<file path="src/rtl/bitonic_pkg.sv">
// Shared constants and FSM state encoding for the bitonic block loader.
// Latency: n/a (declarations only).
// Backpressure: n/a (declarations only).
package bitonic_pkg;

    localparam int N_ELEM = 16;   // elements per bitonic block
    localparam int HALF   = 8;    // length of each ascending input run
    localparam int IDX_W  = 4;    // width of the element counter

    typedef enum logic {
        LOAD = 1'b0,
        HOLD = 1'b1
    } state_t;

endpackage

</file>
<file path="src/rtl/bitonic_loader_16.sv">
// Serial-to-parallel loader: packs two ascending 8-runs into one 16-slot bitonic block.
// Latency: out_valid rises one cycle after the 16th accepted element.
// Backpressure: in_ready drops while a block is held; the block is held until out_ready.
//
// Ports:
//   clk, rst             single clock, asynchronous active-high reset
//   in_valid/in_ready    serial element handshake, in_data = one unsigned element
//   out_valid/out_ready  block handshake, out_data slot s at [s*DATA_WIDTH +: DATA_WIDTH]
//   run_err              sticky flag: an element was smaller than its run predecessor
// Optional feature: define BITONIC_RUN_CHECK_EN to build the run-order checker;
// otherwise run_err is tied low and no comparator is built.
module bitonic_loader_16
    import bitonic_pkg::*;
#(
    parameter int DATA_WIDTH = 8
) (
    input  logic                         clk,
    input  logic                         rst,
    input  logic                         in_valid,
    output logic                         in_ready,
    input  logic [DATA_WIDTH-1:0]        in_data,
    output logic                         out_valid,
    input  logic                         out_ready,
    output logic [N_ELEM*DATA_WIDTH-1:0] out_data,
    output logic                         run_err
);

    localparam logic [IDX_W-1:0] LAST_IDX = IDX_W'(N_ELEM - 1);
    localparam logic [IDX_W-1:0] HALF_IDX = IDX_W'(HALF);
    // Second-run elements k = 8..15 land in slot 23-k; modulo 2^IDX_W this is
    // MIRROR - k, so the subtraction can be done at counter width.
    localparam logic [IDX_W-1:0] MIRROR   = IDX_W'(N_ELEM + HALF - 1);

    state_t                  state_q, state_d;
    logic [IDX_W-1:0]        idx_q;
    logic [IDX_W-1:0]        wr_slot;
    logic [DATA_WIDTH-1:0]   slot_q [N_ELEM];
    logic                    in_fire;

    // First run fills slots 0..7 upward, second run fills 15..8 downward,
    // turning two ascending runs into ascending-then-descending order.
    assign wr_slot = (idx_q < HALF_IDX) ? idx_q : (MIRROR - idx_q);
    assign in_fire = in_valid & in_ready;

    always_comb begin
        state_d   = state_q;
        in_ready  = 1'b0;
        out_valid = 1'b0;
        case (state_q)
            LOAD: begin
                in_ready = 1'b1;
                if (in_valid && (idx_q == LAST_IDX)) begin
                    state_d = HOLD;
                end
            end
            HOLD: begin
                out_valid = 1'b1;
                if (out_ready) begin
                    state_d = LOAD;
                end
            end
        endcase
    end

    always_ff @(posedge clk or posedge rst) begin
        if (rst) begin
            state_q <= LOAD;
            idx_q   <= '0;
            for (int s = 0; s < N_ELEM; s++) begin
                slot_q[s] <= '0;
            end
        end else begin
            state_q <= state_d;
            if (in_fire) begin
                // Counter wraps naturally from 15 back to 0 for the next block.
                idx_q           <= idx_q + 1'b1;
                slot_q[wr_slot] <= in_data;
            end
        end
    end

    // Slots are never cleared on a block transfer; the next block overwrites them.
    for (genvar s = 0; s < N_ELEM; s++) begin : g_pack
        assign out_data[s*DATA_WIDTH +: DATA_WIDTH] = slot_q[s];
    end

`ifdef BITONIC_RUN_CHECK_EN
    logic [DATA_WIDTH-1:0] prev_q;
    logic                  err_q;
    logic                  run_start;
    logic                  out_fire;

    // Elements 0 and 8 open a new run and have no predecessor to compare with.
    assign run_start = (idx_q == '0) || (idx_q == HALF_IDX);
    assign out_fire  = out_valid & out_ready;

    always_ff @(posedge clk or posedge rst) begin
        if (rst) begin
            prev_q <= '0;
            err_q  <= 1'b0;
        end else begin
            if (out_fire) begin
                err_q <= 1'b0;
            end else if (in_fire && !run_start && (in_data < prev_q)) begin
                err_q <= 1'b1;
            end
            if (in_fire) begin
                prev_q <= in_data;
            end
        end
    end

    assign run_err = err_q;
`else
    assign run_err = 1'b0;
`endif

endmodule
</file>
<file path="config.mk">
export PLATFORM = sky130hd
export DESIGN_NAME = bitonic_loader_16
export DESIGN_NICKNAME = d
export VERILOG_FILES = /design/src/rtl/bitonic_pkg.sv /design/src/rtl/bitonic_loader_16.sv
export SDC_FILE = /design/constraint.sdc
export NUM_CORES = 1
export LEC_CHECK = 0
export CORE_MARGIN = 5
export CORE_UTILIZATION = 43
export CTS_CLUSTER_SIZE = 25
export DETAILED_ROUTE_END_ITERATION = 7
export MAX_ROUTING_LAYER = met4
export PLACE_DENSITY = 0.78
export SLEW_MARGIN = 0
export SYNTH_ARGS = -nofsm -noshare
export SYNTH_HDL_FRONTEND = slang
export SYNTH_SLANG_ARGS = --single-unit
</file>
<file path="constraint.sdc">
create_clock -name clk -period 4.7 [get_ports clk]
set_input_delay 0.94 -clock clk [delete_from_list [all_inputs] [get_ports clk]]
set_output_delay 0.94 -clock clk [all_outputs]
set_load 0.005 [all_outputs]
</file>
==> results_dict.tcl, run 1 <==
set metrics [dict create \
    synthCells 313 \
    antenna_found_initial 0 \
    first_pass_iters 4 \
    avgViaCountPerCell 5.18 \
    tritoncts "yes" \
    run_status "complete, no violations" \
    fp-row-count 39 \
    cts.sinks 133 \
    cts_hold_buf 0 \
    dr_total_vias 3194 \
    ys_seq_area_share_pct 64.9 \
    crit_end "out_data[96]$_DFFE_PP0P_" \
    hold_viol 0 \
    synth.distinct_cells 26 \
    worstPathArrival_ns 2.98 \
    reg2reg_to "out_data[96]$_DFFE_PP0P_" \
    post_synth.cell_area_avg_sq_um 16.4 \
    critPathKind "in -> reg" \
    critPathCaptureType "register" \
    die_area_sq_mm 0.0142 \
    die-width_microns 119 \
    root_buffer "clkbuf_16" \
    max_freq_mhz 372 \
    ys_warn_count 0 \
    drv_slew 0 \
    netlist_top_cells_area "dfrtp_1, mux2_2, nor2b_1" \
    regArea_sq_mm 0.00333 \
    grt_max_degree 94 \
    clkLatencyLatePin_ns 0.41 \
    ys_seq_elements 133 \
    synth_top_area_cell "dfrtp_1" \
    cts_buffers 17 \
    drt_wl_total_microns 12700 \
    ys_async_sr_fraction_pct 100 \
    fin_util_pct 63.3 \
    maxSlewHeadroom_pct 43.6 \
    synth-edff-count 0 \
    multi_input_area_sq_mm 0.00172 \
    htreeDepth 4 \
    synth_area_sq_mm 0.00513 \
    power.density_mw_per_mm2 742 \
    maxCapViolations 0 \
    setup_viol 0 \
    n_fill_cell 872 \
    finalClockSkew_ns 0.00693 \
    power.leakage_nw 3.21 \
    r2r_setup_slack_ns 2.62 \
    core_sq_mm 0.0116 \
    grt_pass1_wl_microns 20600 \
    area_growth_pct 42.8 \
    drt_iter0_drc 137 \
    worstRegToRegCells 3 \
    diodes 0 \
    min_path_type "reg -> reg" \
    cts.repair.resized 0 \
    grt_usage_pct 19.5 \
    path_clk_slew_ns 0.05 \
    min_period_ns 2.69 \
    start_kind "input pin" \
    layout-drive-gt1-share_pct 35.7 \
    io_pins 143 \
    port_buffers 141 \
    grt.overflow.total 0 \
    fin_nets 474 \
    worstMarginPinSlew_ns 0.844 \
    fp.dieH_microns 119 \
    synth_nets 326 \
    reg2reg_from "idx_q[2]$_DFFE_PP0P_" \
    ir_drop_mv 0.373 \
    dpl.hpwl_microns 8620 \
    first_global_vias 3564 \
    crit_fanout 8 \
    cts_setup_buffers 0 \
    fin_tns_setup_ns 0 \
    place_congestion 0.815 \
    drc 0 \
    worstSetupStartpoint "in_valid" \
    wl_per_cell_microns 20.6 \
    required_ns 4.99 \
    antenna_left 0 \
    synth_top_area_share_pct 64.9 \
    rsz0062_at_grt "no" \
    min_period_over_period_pct 57.2 \
    start_util_pct 44.3 \
    clk_path_buf_depth 2 \
    ys.flop_type "dfrtp_1" \
]
area by class of cell:
type                            instances  area share, %
Multi-Input combinational cell        163           23.5
Clock buffer                           19           6.05
Timing Repair Buffer                  143           19.5
Clock inverter                         13           2.80
Tap cell                              143           2.44
Inverter                                3          0.222
Sequential cell                       133           45.5
flip-flops by register name, summed over array words and instances, names as in the netlist:
name / flops
out_data: 128
idx_q: 4
state_q: 1
synthesized netlist by cell type (2+ instances only):
cell type,n
and4bb_1,2
buf_2,4
buf_4,2
clkbuf_1,8
dfrtp_1,133
inv_1,3
mux2_1,2
mux2_2,127
nand2_1,8
nand2_2,3
nand2b_1,2
nor2b_1,5
critical path, cell delays in order:
cell and delay [ns]:
clkdlybuf4s50_1 0.62, and4bb_1 0.31, nor2b_1 0.70, mux2_2 0.41
cell usage in the layout (no fill, tap or decap):
| cell | count |
|---|---|
| buf_4 | 2 |
| conb_1 | 1 |
| nand2_1 | 8 |
| nand4b_4 | 1 |
| nor3b_4 | 1 |
| inv_1 | 2 |
| nand4_1 | 1 |
| clkdlybuf4s50_1 | 141 |
| bufinv_16 | 5 |
| xor2_1 | 1 |
| xnor2_1 | 1 |
| inv_6 | 1 |
| clkbuf_1 | 1 |
| mux2_2 | 127 |
| nor2_2 | 1 |
| nor2b_1 | 5 |
| nor4b_4 | 1 |
| clkinv_2 | 3 |
| clkbuf_16 | 17 |
| clkinv_4 | 2 |
| and3_1 | 1 |
| ha_1 | 1 |
| nor3_4 | 1 |
| and4bb_1 | 2 |
| o21ai_0 | 1 |
| mux2i_1 | 1 |
| nand2b_1 | 2 |
| nor2_1 | 1 |
| dfrtp_1 | 133 |
| nand2_2 | 3 |
| clkinvlp_4 | 3 |
| mux2_1 | 2 |
| clkbuf_8 | 1 |
per-layer routing:
metal / vias up / track usage [%] / routed length (microns)
met1: 1665 / 24.2 / 5420
met2: 111 / 30.2 / 6240
met3: 16 / 6.68 / 858
li1: 1402 / - / -
met5: - / - / 0
met4: 0 / 6.23 / 184
worst min-delay path by stage:
stage / start / end / depth (start not counted)
floorplan: out_data[114]$_DFFE_PP0P_ / out_data[114]$_DFFE_PP0P_ / 1
global placement: out_data[32]$_DFFE_PP0P_ / out_data[32]$_DFFE_PP0P_ / 1
detailed placement: out_data[51]$_DFFE_PP0P_ / out_data[51]$_DFFE_PP0P_ / 1
CTS: out_data[51]$_DFFE_PP0P_ / out_data[51]$_DFFE_PP0P_ / 1
global route: out_data[51]$_DFFE_PP0P_ / out_data[51]$_DFFE_PP0P_ / 1
finish: out_data[51]$_DFFE_PP0P_ / out_data[51]$_DFFE_PP0P_ / 1
cell families after synthesis:
| logic type | share of synthesized area (%) |
|---|---|
| AO/OA/AOI/OAI | 0.0975 |
| adder cells (fa/ha/maj) | 0.244 |
| flip-flops | 64.9 |
| other | 0.0731 |
| XOR/XNOR | 0.342 |
| multiplexers | 28.5 |
| AND/OR/NAND/NOR | 4.34 |
| buffers and inverters | 1.49 |
metrics by stage:
step / hold slack, ns / setup WS (ns) / cells / instance area, sq um / power (mW)
2_1_floorplan: 0.483 / 0.206 / 313 / 5130 / 2.73
3_3_place_gp: 0.488 / 1.66 / 585 / 6670 / 3.96
3_5_place_dp: 0.493 / 1.55 / 585 / 6670 / 4.04
4_1_cts: 0.505 / 1.98 / 617 / 7320 / 5.50
5_1_grt: 0.508 / 1.92 / 617 / 7320 / 5.74
6_report: 0.501 / 2.01 / 617 / 7320 / 5.43
report_power, final:
group	switching (mW)	internal, mW
combinational	0.603	1.37
clock	0.478	0.953
sequential	0.336	1.69
total	1.42	4.01
Power figures use the tool's default switching activity.
==> run 2, diff against run 1 <==
clock period = 2.2 ns   (was 4.7 ns; I/O delays follow)
==> results_dict.tcl, run 2 (same netlist as run 1, synthesis figures left out) <==
set metrics [dict create \
    run_status "complete, no violations" \
    crit_family "buffers and inverters" \
    fin_nets 491 \
    post-place-ws_ns -0.0239 \
    largest_reg_flops 128 \
    dpl.hpwl_microns 8790 \
    rsz0062_at_grt "no" \
    layout-drive-gt1-share_pct 38.1 \
    start_util_pct 44.3 \
    worstPathArrival_ns 1.58 \
    most-common-layout-cells "clkdlybuf4s50_1, dfrtp_1, mux2_2, clkbuf_16, buf_4" \
    worstSetupStartpoint "state_q$_DFF_PP0_" \
    cts_setup_buffers 0 \
    max_stage_delay_ns 0.53 \
    n_fill_cell 861 \
    min_path_type "in -> async" \
    mostFrequentLayoutCell "clkdlybuf4s50_1" \
    critPathCaptureType "output port" \
    setup_viol 0 \
    crit_fanout 6 \
    grt_usage_pct 19.6 \
    crit_chain "inv_1 -> clkdlybuf4s50_1" \
    hold_viol 0 \
    dr_total_vias 3248 \
    clk_path_buf_depth 2 \
    finalWorstSetupSlack_ns 0.182 \
    worstRegToRegCells 4 \
    power.leakage_nw 3.30 \
    path_depth 2 \
    fp-row-count 39 \
    path_clk_slew_ns 0.06 \
    diodes 0 \
    path_buf_inv 2 \
    cts_hold_buf 0 \
    grt_max_degree 72 \
    min_period_over_period_pct 91.7 \
    maxCapViolations 0 \
    drc 0 \
    start_kind "register" \
    grt_pass1_wl_microns 20700 \
    fp.dieH_microns 119 \
    place_congestion 0.802 \
    avgViaCountPerCell 5.12 \
    first_global_vias 3607 \
    r2r_setup_slack_ns 0.53 \
    cts.sinks 133 \
    cts.repair.resized 0 \
    drt_iter0_drc 194 \
    port_buffers 141 \
    required_ns 1.76 \
    critPathKind "reg -> out" \
    max_freq_mhz 495 \
    finalClockSkew_ns 0.00633 \
    drv_slew 0 \
    root_buffer "clkbuf_16" \
    reg2reg_to "out_data[97]$_DFFE_PP0P_" \
    io_pins 143 \
    antenna_found_initial 0 \
    grt.overflow.total 0 \
    area_growth_pct 46.0 \
    core_sq_mm 0.0116 \
    clkLatencyLatePin_ns 0.41 \
    crit_end "in_ready" \
    tritoncts "yes" \
    reg2reg_from "idx_q[2]$_DFFE_PP0P_" \
    ir_drop_mv 0.803 \
    cp_slowest_cell "clkdlybuf4s50_1" \
    first_pass_iters 4 \
    cts_buffers 17 \
    min_period_ns 2.02 \
    htreeDepth 4 \
    die-width_microns 119 \
    power.density_mw_per_mm2 1540 \
    die_area_sq_mm 0.0142 \
    fin_tns_setup_ns 0 \
    antenna_left 0 \
    drt_wl_total_microns 12900 \
    wl_per_cell_microns 20.3 \
]
-- run 2: cell types whose count changed in the layout (fill, tap and decap cells not counted) --
cell        before  now
clkinvlp_4       3    4
buf_4            2   14
clkbuf_8         1    2
clkinv_4         2    3
clkbuf_1         1    0
buf_12           0    5
inv_6            1    3
bufinv_16        5    3
clkinv_2         3    1
-- run 2: area by class of cell --
type	instances	area [sq um]	area share (%)
Sequential cell	133	3330	44.5
Multi-Input combinational cell	163	1720	23.0
Timing Repair Buffer	160	1620	21.6
Clock buffer	19	453	6.05
Tap cell	143	179	2.39
Clock inverter	13	170	2.27
Inverter	3	15.0	0.201
-- run 2: report_power, final --
| group | internal, mW | switching [mW] |
|---|---|---|
| clock network | 1.86 | 1.06 |
| logic | 2.97 | 1.28 |
| registers | 3.62 | 0.745 |
-- run 2: worst reg2reg max path, delay by kind of cell (launching register included) --
kind / cells / cell delay, ns
and+or+nand+nor: 2 / 0.53
DFF: 1 / 0.48
muxes: 1 / 0.35
buffers and inverters: 1 / 0.19
-- run 2: worst min-delay path by stage --
stage	start	to	slack, ns	cells past startpoint
detailed placement	out_data[115]$_DFFE_PP0P_	out_data[115]$_DFFE_PP0P_	0.48	1
global placement	out_data[114]$_DFFE_PP0P_	out_data[114]$_DFFE_PP0P_	0.48	1
finish	rst	out_data[48]$_DFFE_PP0P_	0.35	2
floorplan	out_data[114]$_DFFE_PP0P_	out_data[114]$_DFFE_PP0P_	0.48	1
global route	rst	out_data[48]$_DFFE_PP0P_	0.37	2
CTS	rst	out_data[48]$_DFFE_PP0P_	0.35	2
-- run 2: layer usage --
layer / wire (microns) / vias to the layer above / share of wire, % / track usage (%)
met5: 0 / - / 0 / -
met4: 85 / 0 / 0.66 / 4.34
met3: 892 / 7 / 6.9 / 7.16
met2: 6250 / 110 / 48 / 31.0
met1: 5660 / 1705 / 44 / 24.2
li1: - / 1426 / - / -
-- run 2: through the flow --
step           hold slack [ns]  std cells  cell area, sq um  util (%)  power (mW)
2_1_floorplan            0.483        313              5130         -        5.84
3_3_place_gp             0.482        602              6860      59.3        8.54
3_5_place_dp             0.483        602              6860      59.3        8.70
4_1_cts                  0.349        634              7490      64.7        11.7
5_1_grt                  0.367        634              7490      64.7        12.2
6_report                 0.354        634              7490      64.7        11.5
